`src/rtl/core_sequencer_pkg.sv`:
```
// Shared definitions for the multi-cycle RV32I sequencer: state
// encodings, opcodes, pc/wb mux selects and decode helpers.
package core_sequencer_pkg;

    typedef enum logic [2:0] {
        S_IDLE    = 3'd0,
        S_FETCH   = 3'd1,
        S_DECODE  = 3'd2,
        S_EXECUTE = 3'd3,
        S_MEM     = 3'd4,
        S_WB      = 3'd5,
        S_HALT    = 3'd6
    } seq_state_e;

    localparam logic [6:0] OPC_LUI    = 7'b0110111;
    localparam logic [6:0] OPC_AUIPC  = 7'b0010111;
    localparam logic [6:0] OPC_JAL    = 7'b1101111;
    localparam logic [6:0] OPC_JALR   = 7'b1100111;
    localparam logic [6:0] OPC_BRANCH = 7'b1100011;
    localparam logic [6:0] OPC_LOAD   = 7'b0000011;
    localparam logic [6:0] OPC_STORE  = 7'b0100011;
    localparam logic [6:0] OPC_OP_IMM = 7'b0010011;
    localparam logic [6:0] OPC_OP     = 7'b0110011;
    localparam logic [6:0] OPC_SYSTEM = 7'b1110011;

    localparam logic [1:0] PC_SEL_PLUS4  = 2'd0;
    localparam logic [1:0] PC_SEL_BRANCH = 2'd1;
    localparam logic [1:0] PC_SEL_JALR   = 2'd2;

    localparam logic [1:0] WB_SEL_ALU  = 2'd0;
    localparam logic [1:0] WB_SEL_LOAD = 2'd1;
    localparam logic [1:0] WB_SEL_PC4  = 2'd2;

    // Bit positions inside the decoder's {j,u,b,s,i,r} flag vector.
    localparam int TYPE_R = 0;
    localparam int TYPE_I = 1;
    localparam int TYPE_S = 2;
    localparam int TYPE_B = 3;
    localparam int TYPE_U = 4;
    localparam int TYPE_J = 5;

    function automatic logic is_onehot6(input logic [5:0] v);
        return (v != 6'd0) && ((v & (v - 6'd1)) == 6'd0);
    endfunction

    function automatic logic opc_legal(input logic [6:0] op);
        logic ok;
        ok = 1'b0;
        case (op)
            OPC_LUI, OPC_AUIPC, OPC_JAL, OPC_JALR, OPC_BRANCH,
            OPC_LOAD, OPC_STORE, OPC_OP_IMM, OPC_OP: ok = 1'b1;
            default: ok = 1'b0;
        endcase
        return ok;
    endfunction

endpackage

```
`src/rtl/core_sequencer_seq_wait_counter.sv`:
```
// Loadable up/down wait counter shared by DECODE latency and bus timeout.
// Ports: clr/load/dec/inc controls, count value, zero and limit flags.
module seq_wait_counter #(
    parameter int W     = 4,
    parameter int LIMIT = 16
) (
    input  logic         clk,
    input  logic         reset,
    input  logic         clr,
    input  logic         load,
    input  logic [W-1:0] load_val,
    input  logic         dec,
    input  logic         inc,
    output logic [W-1:0] count,
    output logic         zero,
    output logic         at_limit
);

    localparam logic [W-1:0] LIM_M1 = (LIMIT == 0) ? '0 : W'(LIMIT - 1);

    logic [W-1:0] count_q;
    logic [W-1:0] count_d;

    always_comb begin
        count_d = count_q;
        if (clr) begin
            count_d = '0;
        end else if (load) begin
            count_d = load_val;
        end else if (dec) begin
            if (count_q != '0) count_d = count_q - W'(1);
        end else if (inc) begin
            // Saturate so a disabled timeout never wraps back to zero.
            if (count_q != '1) count_d = count_q + W'(1);
        end
    end

    always_ff @(posedge clk or negedge reset) begin
        if (!reset) count_q <= '0;
        else        count_q <= count_d;
    end

    assign count    = count_q;
    assign zero     = (count_q == '0);
    // Flags the last allowed waiting cycle; a ready in that cycle still wins.
    assign at_limit = (LIMIT != 0) && (count_q == LIM_M1);

endmodule

```
`src/rtl/core_sequencer.sv`:
```
// Multi-cycle RV32I control FSM: fetch, decode, execute, mem, writeback.
// Ports: imem/dmem handshakes, rf/pc strobes, mux selects, halt status.
module core_sequencer
    import core_sequencer_pkg::*;
#(
    parameter int DECODE_LAT = 1,
    parameter int TIMEOUT    = 16,
    parameter int CNT_W      = 32
) (
    input  logic             clk,
    input  logic             reset,
    input  logic             run,
    output logic             imem_req,
    input  logic             imem_ready,
    output logic             ir_load,
    input  logic [5:0]       instr_type,
    input  logic [6:0]       opcode,
    input  logic             branch_taken,
    output logic             dmem_req,
    output logic             dmem_we,
    input  logic             dmem_ready,
    output logic             rf_we,
    output logic             pc_we,
    output logic [1:0]       pc_sel,
    output logic [1:0]       wb_sel,
    output logic [2:0]       state,
    output logic             retire,
    output logic [CNT_W-1:0] retired_cnt,
    output logic             halted,
    output logic             illegal,
    output logic             bus_err
);

    // Wide enough for TIMEOUT-1 and for DECODE_LAT-1 (at most 6).
    localparam int CW = (TIMEOUT > 8) ? $clog2(TIMEOUT) : 3;
    localparam logic [CW-1:0] DEC_INIT = CW'(DECODE_LAT - 1);

    seq_state_e state_q, state_d;
    logic illegal_q, illegal_d;
    logic bus_err_q, bus_err_d;
    logic [CNT_W-1:0] cnt_q, cnt_d;

    // Instruction class captured on the last DECODE cycle.
    logic ld_q, ld_d;
    logic st_q, st_d;
    logic jal_q, jal_d;
    logic jalr_q, jalr_d;
    logic br_q, br_d;
    logic wr_q, wr_d;

    logic          wc_clr, wc_load, wc_dec, wc_inc;
    logic [CW-1:0] wc_count;
    logic          wc_zero, wc_limit;

    seq_wait_counter #(
        .W     (CW),
        .LIMIT (TIMEOUT)
    ) u_wait (
        .clk      (clk),
        .reset    (reset),
        .clr      (wc_clr),
        .load     (wc_load),
        .load_val (DEC_INIT),
        .dec      (wc_dec),
        .inc      (wc_inc),
        .count    (wc_count),
        .zero     (wc_zero),
        .at_limit (wc_limit)
    );

    always_comb begin
        state_d   = state_q;
        illegal_d = illegal_q;
        bus_err_d = bus_err_q;
        cnt_d     = cnt_q;
        ld_d      = ld_q;
        st_d      = st_q;
        jal_d     = jal_q;
        jalr_d    = jalr_q;
        br_d      = br_q;
        wr_d      = wr_q;
        imem_req  = 1'b0;
        ir_load   = 1'b0;
        dmem_req  = 1'b0;
        dmem_we   = 1'b0;
        rf_we     = 1'b0;
        pc_we     = 1'b0;
        retire    = 1'b0;
        pc_sel    = PC_SEL_PLUS4;
        wb_sel    = WB_SEL_ALU;
        wc_clr    = 1'b0;
        wc_load   = 1'b0;
        wc_dec    = 1'b0;
        wc_inc    = 1'b0;

        case (state_q)
            S_IDLE: begin
                if (run) begin
                    state_d = S_FETCH;
                    wc_clr  = 1'b1;
                end
            end
            S_FETCH: begin
                imem_req = 1'b1;
                ir_load  = imem_ready;
                if (imem_ready) begin
                    state_d = S_DECODE;
                    wc_load = 1'b1;
                end else if (wc_limit) begin
                    state_d   = S_HALT;
                    bus_err_d = 1'b1;
                end else begin
                    wc_inc = 1'b1;
                end
            end
            S_DECODE: begin
                if (!wc_zero) begin
                    wc_dec = 1'b1;
                end else begin
                    ld_d   = (opcode == OPC_LOAD);
                    st_d   = (opcode == OPC_STORE);
                    jal_d  = (opcode == OPC_JAL);
                    jalr_d = (opcode == OPC_JALR);
                    br_d   = instr_type[TYPE_B];
                    wr_d   = instr_type[TYPE_R] | instr_type[TYPE_I]
                           | instr_type[TYPE_U] | instr_type[TYPE_J];
                    if (!is_onehot6(instr_type)) begin
                        state_d   = S_HALT;
                        illegal_d = 1'b1;
                    end else if (opcode == OPC_SYSTEM) begin
                        state_d = S_HALT;
                    end else if (!opc_legal(opcode)) begin
                        state_d   = S_HALT;
                        illegal_d = 1'b1;
                    end else begin
                        state_d = S_EXECUTE;
                    end
                end
            end
            S_EXECUTE: begin
                if (ld_q || st_q) begin
                    state_d = S_MEM;
                    wc_clr  = 1'b1;
                end else begin
                    state_d = S_WB;
                end
            end
            S_MEM: begin
                dmem_req = 1'b1;
                dmem_we  = st_q;
                if (dmem_ready) begin
                    state_d = S_WB;
                end else if (wc_limit) begin
                    state_d   = S_HALT;
                    bus_err_d = 1'b1;
                end else begin
                    wc_inc = 1'b1;
                end
            end
            S_WB: begin
                pc_we  = 1'b1;
                retire = 1'b1;
                rf_we  = wr_q;
                cnt_d  = cnt_q + CNT_W'(1);
                if (jalr_q)
                    pc_sel = PC_SEL_JALR;
                else if (jal_q || (br_q && branch_taken))
                    pc_sel = PC_SEL_BRANCH;
                if (ld_q)
                    wb_sel = WB_SEL_LOAD;
                else if (jal_q || jalr_q)
                    wb_sel = WB_SEL_PC4;
                wc_clr  = 1'b1;
                state_d = run ? S_FETCH : S_IDLE;
            end
            S_HALT: begin
                state_d = S_HALT;
            end
            default: begin
                state_d = S_IDLE;
            end
        endcase
    end

    always_ff @(posedge clk or negedge reset) begin
        if (!reset) begin
            state_q   <= S_IDLE;
            illegal_q <= 1'b0;
            bus_err_q <= 1'b0;
            cnt_q     <= '0;
            ld_q      <= 1'b0;
            st_q      <= 1'b0;
            jal_q     <= 1'b0;
            jalr_q    <= 1'b0;
            br_q      <= 1'b0;
            wr_q      <= 1'b0;
        end else begin
            state_q   <= state_d;
            illegal_q <= illegal_d;
            bus_err_q <= bus_err_d;
            cnt_q     <= cnt_d;
            ld_q      <= ld_d;
            st_q      <= st_d;
            jal_q     <= jal_d;
            jalr_q    <= jalr_d;
            br_q      <= br_d;
            wr_q      <= wr_d;
        end
    end

    logic unused_count;
    assign unused_count = ^wc_count;

    assign state       = state_q;
    assign retired_cnt = cnt_q;
    assign halted      = (state_q == S_HALT);
    assign illegal     = illegal_q;
    assign bus_err     = bus_err_q;

endmodule

```
`config.mk`:
```
export PLATFORM = sky130hd
export DESIGN_NAME = core_sequencer
export DESIGN_NICKNAME = d
export VERILOG_FILES = /design/src/rtl/core_sequencer_pkg.sv /design/src/rtl/core_sequencer_seq_wait_counter.sv /design/src/rtl/core_sequencer.sv
export SDC_FILE = /design/constraint.sdc
export NUM_CORES = 1
export LEC_CHECK = 0
export CORE_UTILIZATION = 50
export DETAILED_ROUTE_END_ITERATION = 6
export GPL_TIMING_DRIVEN = 0
export PLACE_DENSITY = 0.86
export SYNTH_ARGS = -nofsm -noshare
export SYNTH_HDL_FRONTEND = slang
export SYNTH_SLANG_ARGS = --single-unit
```
`constraint.sdc`:
```
create_clock -name clk -period 6.3 [get_ports clk]
set_clock_uncertainty 0.15 [all_clocks]
set_input_delay 0.945 -clock clk [delete_from_list [all_inputs] [get_ports clk]]
set_output_delay 0.945 -clock clk [all_outputs]
set_load 0.03 [all_outputs]
```
==> results of run 1 <==
==> cell usage in the layout, fill, tap and decap left out, types with 8 or more instances in the layout <==
cell and instances:
nor2_1 17, clkbuf_1 9, nand3_1 18, nor3_1 8, xnor2_1 26, dfrtp_1 47
clkdlybuf4s50_1 66, xor2_1 8, nand2_1 22, nand4_1 10, o21ai_0 9
==> worst max-delay path, stage by stage (launching register included) <==
cell	delay, ps
dfrtp_1	360
clkbuf_1	280
nand3b_1	350
clkinv_1	320
and2_1	260
clkdlybuf4s50_1	600
==> cell usage after synthesis, drive strengths merged, types with 4 or more instances <==
| cell | instances | area share [%] |
|---|---|---|
| nand3 | 18 | 3.6 |
| nand2 | 22 | 3.3 |
| xor2 | 8 | 2.8 |
| o21ai | 9 | 1.8 |
| clkbuf | 8 | 1.2 |
| a21oi | 5 | 1.0 |
| and4 | 4 | 1.4 |
| nor4 | 6 | 1.5 |
| nor3b | 4 | 1.2 |
| dfrtp | 47 | 47 |
| a22o | 4 | 1.4 |
| nor2 | 17 | 2.5 |
| nand4 | 11 | 3.0 |
| and2 | 5 | 1.2 |
| nor3 | 10 | 2.4 |
| xnor2 | 26 | 9.1 |
| inv | 5 | 0.75 |
==> layout make-up <==
cell class | count | area, um^2 | area share, %
clock buffers | 6 | 72.6 | 2.13
repair buffers | 68 | 686 | 20.1
flip-flops and latches | 47 | 1180 | 34.5
multi-input cells | 192 | 1270 | 37.3
plain buffers | 9 | 37.5 | 1.10
clock inverters | 2 | 60.1 | 1.76
well taps | 67 | 83.8 | 2.46
inverters | 6 | 22.5 | 0.660
==> cell families after synthesis <==
family / Yosys count
AOI/OAI and AO/OA: 36
xor gates and xnor gates: 34
adders and majority gates: 4
buffers and inverters: 15
DFF: 47
muxes: 3
and+or+nand+nor: 115
==> metrics by stage <==
step	setup WS, ps	hold WS [ps]	std cells
floorplan	3000	292	254
global placement	2870	305	388
detailed placement	2900	314	389
CTS	2720	332	397
global route	2550	354	397
finish	2730	328	397
==> sequential cells by signal (all words and copies together), names as in the netlist <==
name	flops
br_q	1
bus_err	1
illegal	1
jal_q	1
jalr_q	1
ld_q	1
retired_cnt	32
st_q	1
state	3
u_wait.count	4
wr_q	1
==> routing by layer <==
metal	vias up	share of wire (%)	wire, um
li1	1071	-	-
met1	1063	44	2370
met5	-	0	0
met4	0	1.6	85
met3	11	5.1	271
met2	80	49	2620
==> how the worst max path moves through the flow <==
| stage | to | slack (ps) | start | cells past startpoint |
|---|---|---|---|---|
| CTS | wb_sel[0] | 2720 | state[1] | 5 |
| detailed placement | pc_sel[0] | 2900 | branch_taken | 4 |
| finish | wb_sel[0] | 2730 | state[1] | 5 |
| floorplan | dmem_we | 3000 | state[2] | 4 |
| global placement | bus_err | 2870 | reset | 1 |
| global route | wb_sel[0] | 2550 | state[1] | 5 |
==> power by group through the flow <==
stage / combinational (mW) / sequential, mW / clock [mW]
finish: 0.496 / 0.408 / 0.255
global route: 0.540 / 0.418 / 0.272
CTS: 0.498 / 0.409 / 0.261
detailed placement: 0.497 / 0.412 / 0
global placement: 0.485 / 0.410 / 0
floorplan: 0.280 / 0.454 / 0
==> out/results.tsv, run 1 <==
stage	metric	value	unit
status	status	complete, no violations	
clock_network	htreeDepth	2	
finish	postLayoutCoreUtil	71.3	%
clock_network	cts-root-buf	clkbuf_8	
setup_path	reg2reg_from	u_wait.count[1]	
grt	grt_max_degree	35	
setup_path	rrSetupSlack	3660	ps
power	p_per_area	340	nW/um^2
die	die_area	5310	um^2
worst_hold_path	holdPathStages	1	
setup_path	critPathRequiredTime	5200	ps
power	p_sw	0.435	mW
clock_network	clk_pin_slew_worst_paths	90	ps
placed_design	place.gp.congestion	0.854	
clock_network	postCtsSetupRepairBufs	0	
setup_path	r2r_cells	8	
clock_network	cts_inserted_buffers	5	
logic_synthesis	synth.distinct_cells	49	
grt	grt_pass1_wl	9.49	mm
die	rows	25	
setup_path	path_class	flip-flop to output pin	
logic_synthesis	synthFlopType	dfrtp_1	
routing	drtIter0Drc	106	
logic_synthesis	synth_cells	254	
die	die_y	72.9	um
clock_network	hold_buffers	0	
placed_design	portBuffers	67	
placed_design	placed_cell_area	3280	um^2
sta	report.final.hold_viol_count	0	
sta	fmax	280	MHz
clock_network	cts.sinks	47	
worst_hold_path	hp-class	flip-flop to flip-flop	
flow_run	maxCapViolCount	0	
sta	slew_headroom	45.9	%
sta	timing.setup.tns	0	ps
die	pin_count	68	
sta	slew_violations	0	
sta	finalCriticalPeriod	3570	ps
finish	syn_to_final_growth	35.9	%
placed_design	post-dp-hpwl	4.14	mm
clock_network	clkLatencyLatePin	290	ps
finish	fillCellCount	374	
routing	drc	0	
die	start_util	52.4	%
finish	final_area	3410	um^2
logic_synthesis	synth_top_family_by_area	simple AND/OR/NAND/NOR gates	
power	p_leak	1.40	nW
power	p_int	0.724	mW
power	switching_share	37.5	%
sta	rsz0062_at_grt	false	
power	seqPwrFrac	35.2	%
grt	grt_use_met2	38.9	%
setup_path	critPathMaxFanout	11	
grt	track_usage	22.8	%
routing	finalWirelength	5.35	mm
logic_synthesis	synth_fp_nets	277	
clock_network	clockBufferDepth	2	
sta	worst_slew_pin_slew	804	ps
finish	layout.nets	352	
worst_hold_path	hold_start	retired_cnt[31]	
routing	wl_per_cell	13.5	um
die	die-width	72.9	um
logic_synthesis	synthMuxAreaShare	1.35	%
grt	grt_pass1_vias	2142	
logic_synthesis	yosysSeqAreaShare	46.9	%
logic_synthesis	synth_xor_area_share	11.9	%
clock_network	cts_resized	0	
logic_synthesis	yosys.area_share.simple	25.5	%
die	coreArea	4790	um^2
grt	antenna_found_initial	0	
routing	first_pass_iters	4	
worst_hold_path	whs_endpoint	retired_cnt[31]	
logic_synthesis	yosys.area_share.adder	2.29	%
setup_path	timing.rr.end	u_wait.count[3]	
logic_synthesis	synth_edf_count	0	
logic_synthesis	yosysWarnings	0	
routing	via_count	2225	
logic_synthesis	async_flop_share	100	%
grt	busiest_layer	met2	
setup_path	cp-end-kind	output pin	
power	finalPower	1.16	mW
sta	setup-violations-final	0	
finish	n_antenna_cell	0	
grt	grtUsageMet1	30.0	%
power	pwr-share-clk	22.0	%
clock_network	cts_tree	done	
routing	vias_per_cell	5.60	
setup_path	arrival	2470	ps
sta	period_share	56.6	%
logic_synthesis	synth_compound_area_share	9.72	%
setup_path	start_kind	flip-flop	
logic_synthesis	ys_ff_latch	47	
logic_synthesis	syn_area_per_cell	9.88	um^2
routing	ant_nets	0	
finish	final_layout_size_suffix_gt1_share	6.67	%
grt	use_met3	3.04	%
grt	gr-total-overflow	0	
power	pwr-share-comb	42.8	%
power	max-vdd-ir-drop	0.260	mV
logic_synthesis	syn_area	2510	um^2
(Power assumes the default switching activity.)
==> run 2, diff against run 1 <==
--- a/config.mk
+++ b/config.mk
@@ -5,10 +5,10 @@
 export SDC_FILE = /design/constraint.sdc
 export NUM_CORES = 1
 export LEC_CHECK = 0
-export CORE_UTILIZATION = 50
+export CORE_UTILIZATION = 44
 export DETAILED_ROUTE_END_ITERATION = 6
 export GPL_TIMING_DRIVEN = 0
-export PLACE_DENSITY = 0.86
+export PLACE_DENSITY = 0.81
 export SYNTH_ARGS = -nofsm -noshare
 export SYNTH_HDL_FRONTEND = slang
 export SYNTH_SLANG_ARGS = --single-unit
==> constraint.sdc (replaced) <==
create_clock -name clk -period 3.12 [get_ports clk]
set_clock_uncertainty 0.15 [all_clocks]
set_input_delay 0.468 -clock clk [delete_from_list [all_inputs] [get_ports clk]]
set_output_delay 0.468 -clock clk [all_outputs]
set_load 0.03 [all_outputs]
==> out/results.tsv, run 2 (synthesis results as in run 1) <==
stage	metric	value	unit	change
status	status	complete, no violations		
clock_network	cts-root-buf	clkbuf_8		
setup_path	cp-startpoint	state[2]		
die	coreArea	5510	um^2	+15%
grt	gr-total-overflow	0		unchanged
power	seqPwrFrac	37.0	%	+1.8 points
clock_network	cts_inserted_buffers	5		unchanged
power	p_per_area	655	nW/um^2	+93%
routing	first_pass_iters	4		unchanged
grt	grt_pass1_wl	9.76	mm	+2.8%
grt	grt_max_degree	36		+2.9%
setup_path	reg2reg_from	u_wait.count[1]		
power	switching_share	40.7	%	+3.2 points
clock_network	clockBufferDepth	2		unchanged
sta	fmax	349	MHz	
sta	slew_violations	0		unchanged
die	die_y	77.5	um	+6.4%
clock_network	cts_tree	done		
routing	wl_per_cell	14.1	um	+5.0%
finish	final_cell_mix	clkdlybuf4s50_1 (66), dfrtp_1 (47), xnor2_1 (26)		
setup_path	start_kind	flip-flop		
setup_path	cp-end-kind	output pin		
power	p_sw	0.906	mW	+110%
finish	layout.nets	355		+0.85%
worst_hold_path	hold_start	wr_q		
placed_design	place.gp.congestion	0.838		-1.9%
die	die-width	77.5	um	+6.4%
die	die_area	6010	um^2	+13%
placed_design	portBuffers	67		unchanged
grt	antenna_found_initial	0		unchanged
routing	via_count	2211		-0.63%
grt	track_usage	20.5	%	-2.3 points
finish	postLayoutCoreUtil	61.6	%	-9.6 points
finish	n_antenna_cell	0		unchanged
setup_path	arrival	2240	ps	-230 ps
clock_network	htreeDepth	2		unchanged
routing	drc	0		unchanged
sta	report.final.hold_viol_count	0		unchanged
power	pwr-share-clk	16.3	%	-5.7 points
placed_design	post-dp-hpwl	4.25	mm	+2.6%
sta	finalCriticalPeriod	2860	ps	
die	start_util	45.6	%	-6.9 points
sta	setup_ws	257	ps	-2480 ps
finish	final_common_cell	clkdlybuf4s50_1		
finish	final_layout_size_suffix_gt1_share	7.51	%	+0.84 points
sta	worst_slew_pin_slew	819	ps	+15.0 ps
clock_network	clk_pin_slew_worst_paths	80	ps	about the same
power	max-vdd-ir-drop	0.407	mV	+57%
sta	timing.setup.tns	0	ps	unchanged
clock_network	clkLatencyLatePin	310	ps	+20 ps
routing	ant_nets	0		unchanged
setup_path	critPathMaxFanout	10		-1
sta	period_share	91.8	%	
finish	largest_reg_flops	32		unchanged
setup_path	path_class	flip-flop to output pin		
sta	rsz0062_at_grt	false		
worst_hold_path	hp-class	flip-flop to flip-flop		
power	p_leak	1.40	nW	-0.26%
die	rows	27		+8.0%
routing	finalWirelength	5.73	mm	+7.1%
routing	drtIter0Drc	102		-3.8%
power	pwr-share-comb	46.7	%	+3.9 points
flow_run	maxCapViolCount	0		unchanged
grt	grt_pass1_vias	2165		+1.1%
die	pin_count	68		unchanged
sta	setup-violations-final	0		unchanged
clock_network	cts.sinks	47		unchanged
placed_design	place_ws	337	ps	-2560 ps
power	p_int	1.32	mW	+82%
setup_path	critPathRequiredTime	2500	ps	-2700 ps
sta	slew_headroom	44.9	%	-1.0 points
sta	hold_ws	327	ps	-0.367 ps
routing	vias_per_cell	5.46		-2.6%
finish	syn_to_final_growth	35.2	%	
run 2: cell types whose count changed in the layout (fill, tap and decap cells not counted):
| cell | change |
|---|---|
| buf_4 | +2 |
| bufinv_16 | -2 |
| clkinv_2 | +2 |
| clkbuf_2 | +1 |
| clkinv_1 | -1 |
| dlygate4sd3_1 | +1 |
run 2: stage by stage:
stage	instance area, um^2	total power [mW]	instances
detailed placement	3290	1.84	394
finish	3390	2.22	405
CTS	3380	2.21	403
global route	3390	2.37	405
floorplan	2510	1.48	254
global placement	3270	1.81	393
run 2: final cells by class:
cell class                      instances  area, um^2
Buffer                                  9        38.8
Clock buffer                            7        76.3
Clock inverter                          1        5.00
Fill cell                             462        2110
Inverter                                6        23.8
Multi-Input combinational cell        192        1270
Sequential cell                        47        1180
Tap cell                               72        90.1
Timing Repair Buffer                   71         711
run 2: power groups by stage:
stage / Combinational (mW) / Clock [mW] / Sequential (mW)
CTS: 1.02 / 0.367 / 0.821
finish: 1.04 / 0.363 / 0.823
global route: 1.13 / 0.399 / 0.841
global placement: 0.981 / 0 / 0.830
detailed placement: 1.01 / 0 / 0.831
floorplan: 0.566 / 0 / 0.917
run 2: path summary, 6_finish.rpt:
kind | slack, ps | cells past startpoint | end
min | 330 | 2 | wr_q
max reg2reg | 470 | 8 | u_wait.count[3]
min reg2reg | 330 | 2 | wr_q
min in group asynchronous | 420 | 2 | retired_cnt[16]
max in group asynchronous | 1910 | 3 | retired_cnt[8]
max | 260 | 5 | dmem_we
run 2: what timing repair did:
action | 4_1_cts | 5_1_grt
gates resized for setup | 1 | 2
setup buffers | 0 | 2
endpoints found under the setup margin | 2 | 5
endpoints found under the hold margin | 12 | 0
pin swaps | 0 | 1
hold buffers | 1 | 0
run 2: metal layers:
metal | track usage [%] | up-vias | share of wire [%]
li1 | - | 1067 | -
met4 | 6.98 | 0 | 1.7
met5 | 0 | - | 0
met2 | 35.1 | 71 | 48
met3 | 5.06 | 9 | 4.6
met1 | 25.1 | 1064 | 45
run 2: critical path, stage by stage (launching register included):
cell,delay [ps]
dfrtp_1,360
clkbuf_1,240
clkbuf_2,260
nor3b_1,250
and2_1,160
clkdlybuf4s50_1,660
==> run 3, diff against run 2 <==
--- a/config.mk
+++ b/config.mk
@@ -5,10 +5,12 @@
 export SDC_FILE = /design/constraint.sdc
 export NUM_CORES = 1
 export LEC_CHECK = 0
-export CORE_UTILIZATION = 44
+export CORE_UTILIZATION = 50
 export DETAILED_ROUTE_END_ITERATION = 6
+export DONT_BUFFER_PORTS = 1
 export GPL_TIMING_DRIVEN = 0
-export PLACE_DENSITY = 0.81
+export PLACE_DENSITY = 0.72
+export SLEW_MARGIN = 15
 export SYNTH_ARGS = -nofsm -noshare
 export SYNTH_HDL_FRONTEND = slang
 export SYNTH_SLANG_ARGS = --single-unit
==> out/results.tsv, run 3 (synthesis results as in run 1) <==
stage	metric	value	unit	change
sta	setup_ws	137	ps	-121 ps
placed_design	placed_cell_area	2590	um^2	-21%
grt	gr-total-overflow	0		unchanged
sta	fmax	335	MHz	-4.0%
finish	final_layout_size_suffix_gt1_share	9.47	%	+2.0 points
grt	grt_max_degree	48		+33%
finish	final_cell_mix	dfrtp_1 (47), xnor2_1 (26), nand2_1 (22)		
die	die-width	72.9	um	-6.0%
placed_design	post-dp-hpwl	3.67	mm	-14%
finish	final_area	2790	um^2	-18%
placed_design	dpl.cell_count	321		-19%
routing	drtIter0Drc	73		-28%
sta	timing.setup.tns	0	ps	unchanged
clock_network	cts-root-buf	clkbuf_8		
setup_path	critPathMaxFanout	11		+1
routing	ant_nets	0		unchanged
clock_network	clkLatencyLatePin	300	ps	about the same
sta	rsz0062_at_grt	true		
status	status	complete, no violations		
finish	final_common_cell	dfrtp_1		
routing	via_count	1935		-12%
clock_network	clk_pin_slew_worst_paths	90	ps	about the same
placed_design	place.gp.congestion	0.850		+1.4%
finish	layout.nets	286		-19%
setup_path	path_class	flip-flop to output pin		
flow_run	maxCapViolCount	0		unchanged
sta	period_share	95.6	%	+3.9 points
die	die_area	5310	um^2	-12%
worst_hold_path	hp-class	primary input to flip-flop		
clock_network	postCtsSetupRepairBufs	0		unchanged
routing	vias_per_cell	5.85		+7.1%
placed_design	place_ws	82.8	ps	-254 ps
sta	report.final.hold_viol_count	0		unchanged
grt	grt_pass1_wl	8.39	mm	-14%
worst_hold_path	holdPathStages	1		-1
routing	finalWirelength	5.01	mm	-13%
clock_network	cts_inserted_buffers	5		unchanged
sta	slew_headroom	39.8	%	-5.1 points
routing	wl_per_cell	15.1	um	+6.9%
clock_network	clockBufferDepth	2		unchanged
die	start_util	52.4	%	+6.9 points
sta	hold_ws	118	ps	-210 ps
setup_path	reg2reg_from	state[1]		
die	pin_count	68		unchanged
clock_network	cts_tree	done		
worst_hold_path	hold_start	opcode[3]		
setup_path	timing.rr.end	retired_cnt[9]		
clock_network	htreeDepth	2		unchanged
finish	largest_reg_flops	32		unchanged
worst_hold_path	whs_endpoint	jalr_q		
power	max-vdd-ir-drop	0.504	mV	+24%
setup_path	critPathRequiredTime	2500	ps	about the same
setup_path	r2r_cells	7		-1
finish	n_antenna_cell	0		unchanged
sta	finalCriticalPeriod	2980	ps	+121 ps
die	die_y	72.9	um	-6.0%
setup_path	arrival	2370	ps	+130 ps
finish	syn_to_final_growth	11.1	%	
finish	postLayoutCoreUtil	58.2	%	-3.4 points
setup_path	start_kind	flip-flop		
sta	worst_slew_pin_slew	896	ps	+76.5 ps
grt	grt_pass1_vias	1922		-11%
clock_network	cts.sinks	47		unchanged
grt	antenna_found_initial	0		unchanged
routing	drc	0		unchanged
power	p_leak	1.17	nW	-16%
die	coreArea	4790	um^2	-13%
power	p_per_area	778	nW/um^2	+19%
power	finalPower	2.17	mW	-2.5%
routing	first_pass_iters	4		unchanged
finish	instances_no_fill	331		-18%
die	rows	25		-7.4%
setup_path	rrSetupSlack	330	ps	-140 ps
sta	setup-violations-final	0		unchanged
sta	slew_violations	0		unchanged
grt	track_usage	20.3	%	-0.24 points
placed_design	portBuffers	0		-100%
setup_path	cp-end-kind	output pin		
==> run 3: changes by cell type in the layout (fill, tap and decap cells not counted), moves of 2 or more <==
cell             change
clkdlybuf4s50_1     -66
clkinvlp_4           +2
bufinv_16            +2
clkinv_2             -2
buf_4                -2
==> run 3: cell type report <==
cell class                      count  area [um^2]
Fill cell                         429         2000
Sequential cell                    47         1180
Clock buffer                        5         68.8
Tap cell                           67         83.8
Clock inverter                      3         67.6
Multi-Input combinational cell    192         1290
Buffer                              9         37.5
Timing Repair Buffer                2         37.5
Inverter                            6         26.3
==> run 3: worst max path at each step <==
stage	cells past startpoint	end	startpoint	slack, ps
floorplan	4	dmem_we	state[2]	300
global placement	4	dmem_we	state[2]	90
detailed placement	4	dmem_we	state[2]	80
CTS	4	rf_we	state[1]	20
global route	3	wb_sel[1]	state[0]	-30
finish	4	rf_we	state[1]	140
==> run 3: layer usage <==
metal  up-vias  track usage, %  share of wire [%]
met1       949            23.5                 42
met2        50            35.8                 52
li1        932               -                  -
met4         0            6.54               0.92
met5         -               0                  0
met3         4            6.08                5.6
==> run 3: power by group <==
part	switching, mW	internal [mW]
sequential	0.225	0.711
combinational	0.437	0.265
clock	0.210	0.319
==> run 3: worst max-delay path: stages, from the launching register on <==
cell and delay [ps]:
dfrtp_1 530, clkbuf_1 320, nand3b_1 410, clkinvlp_4 410, and2_1 380
==> run 3: timing repair <==
action,4_1_cts,5_1_grt
resized for setup,1,3
endpoints found under the hold margin,47,0
endpoints found under the setup margin,1,5
hold buffers,2,0
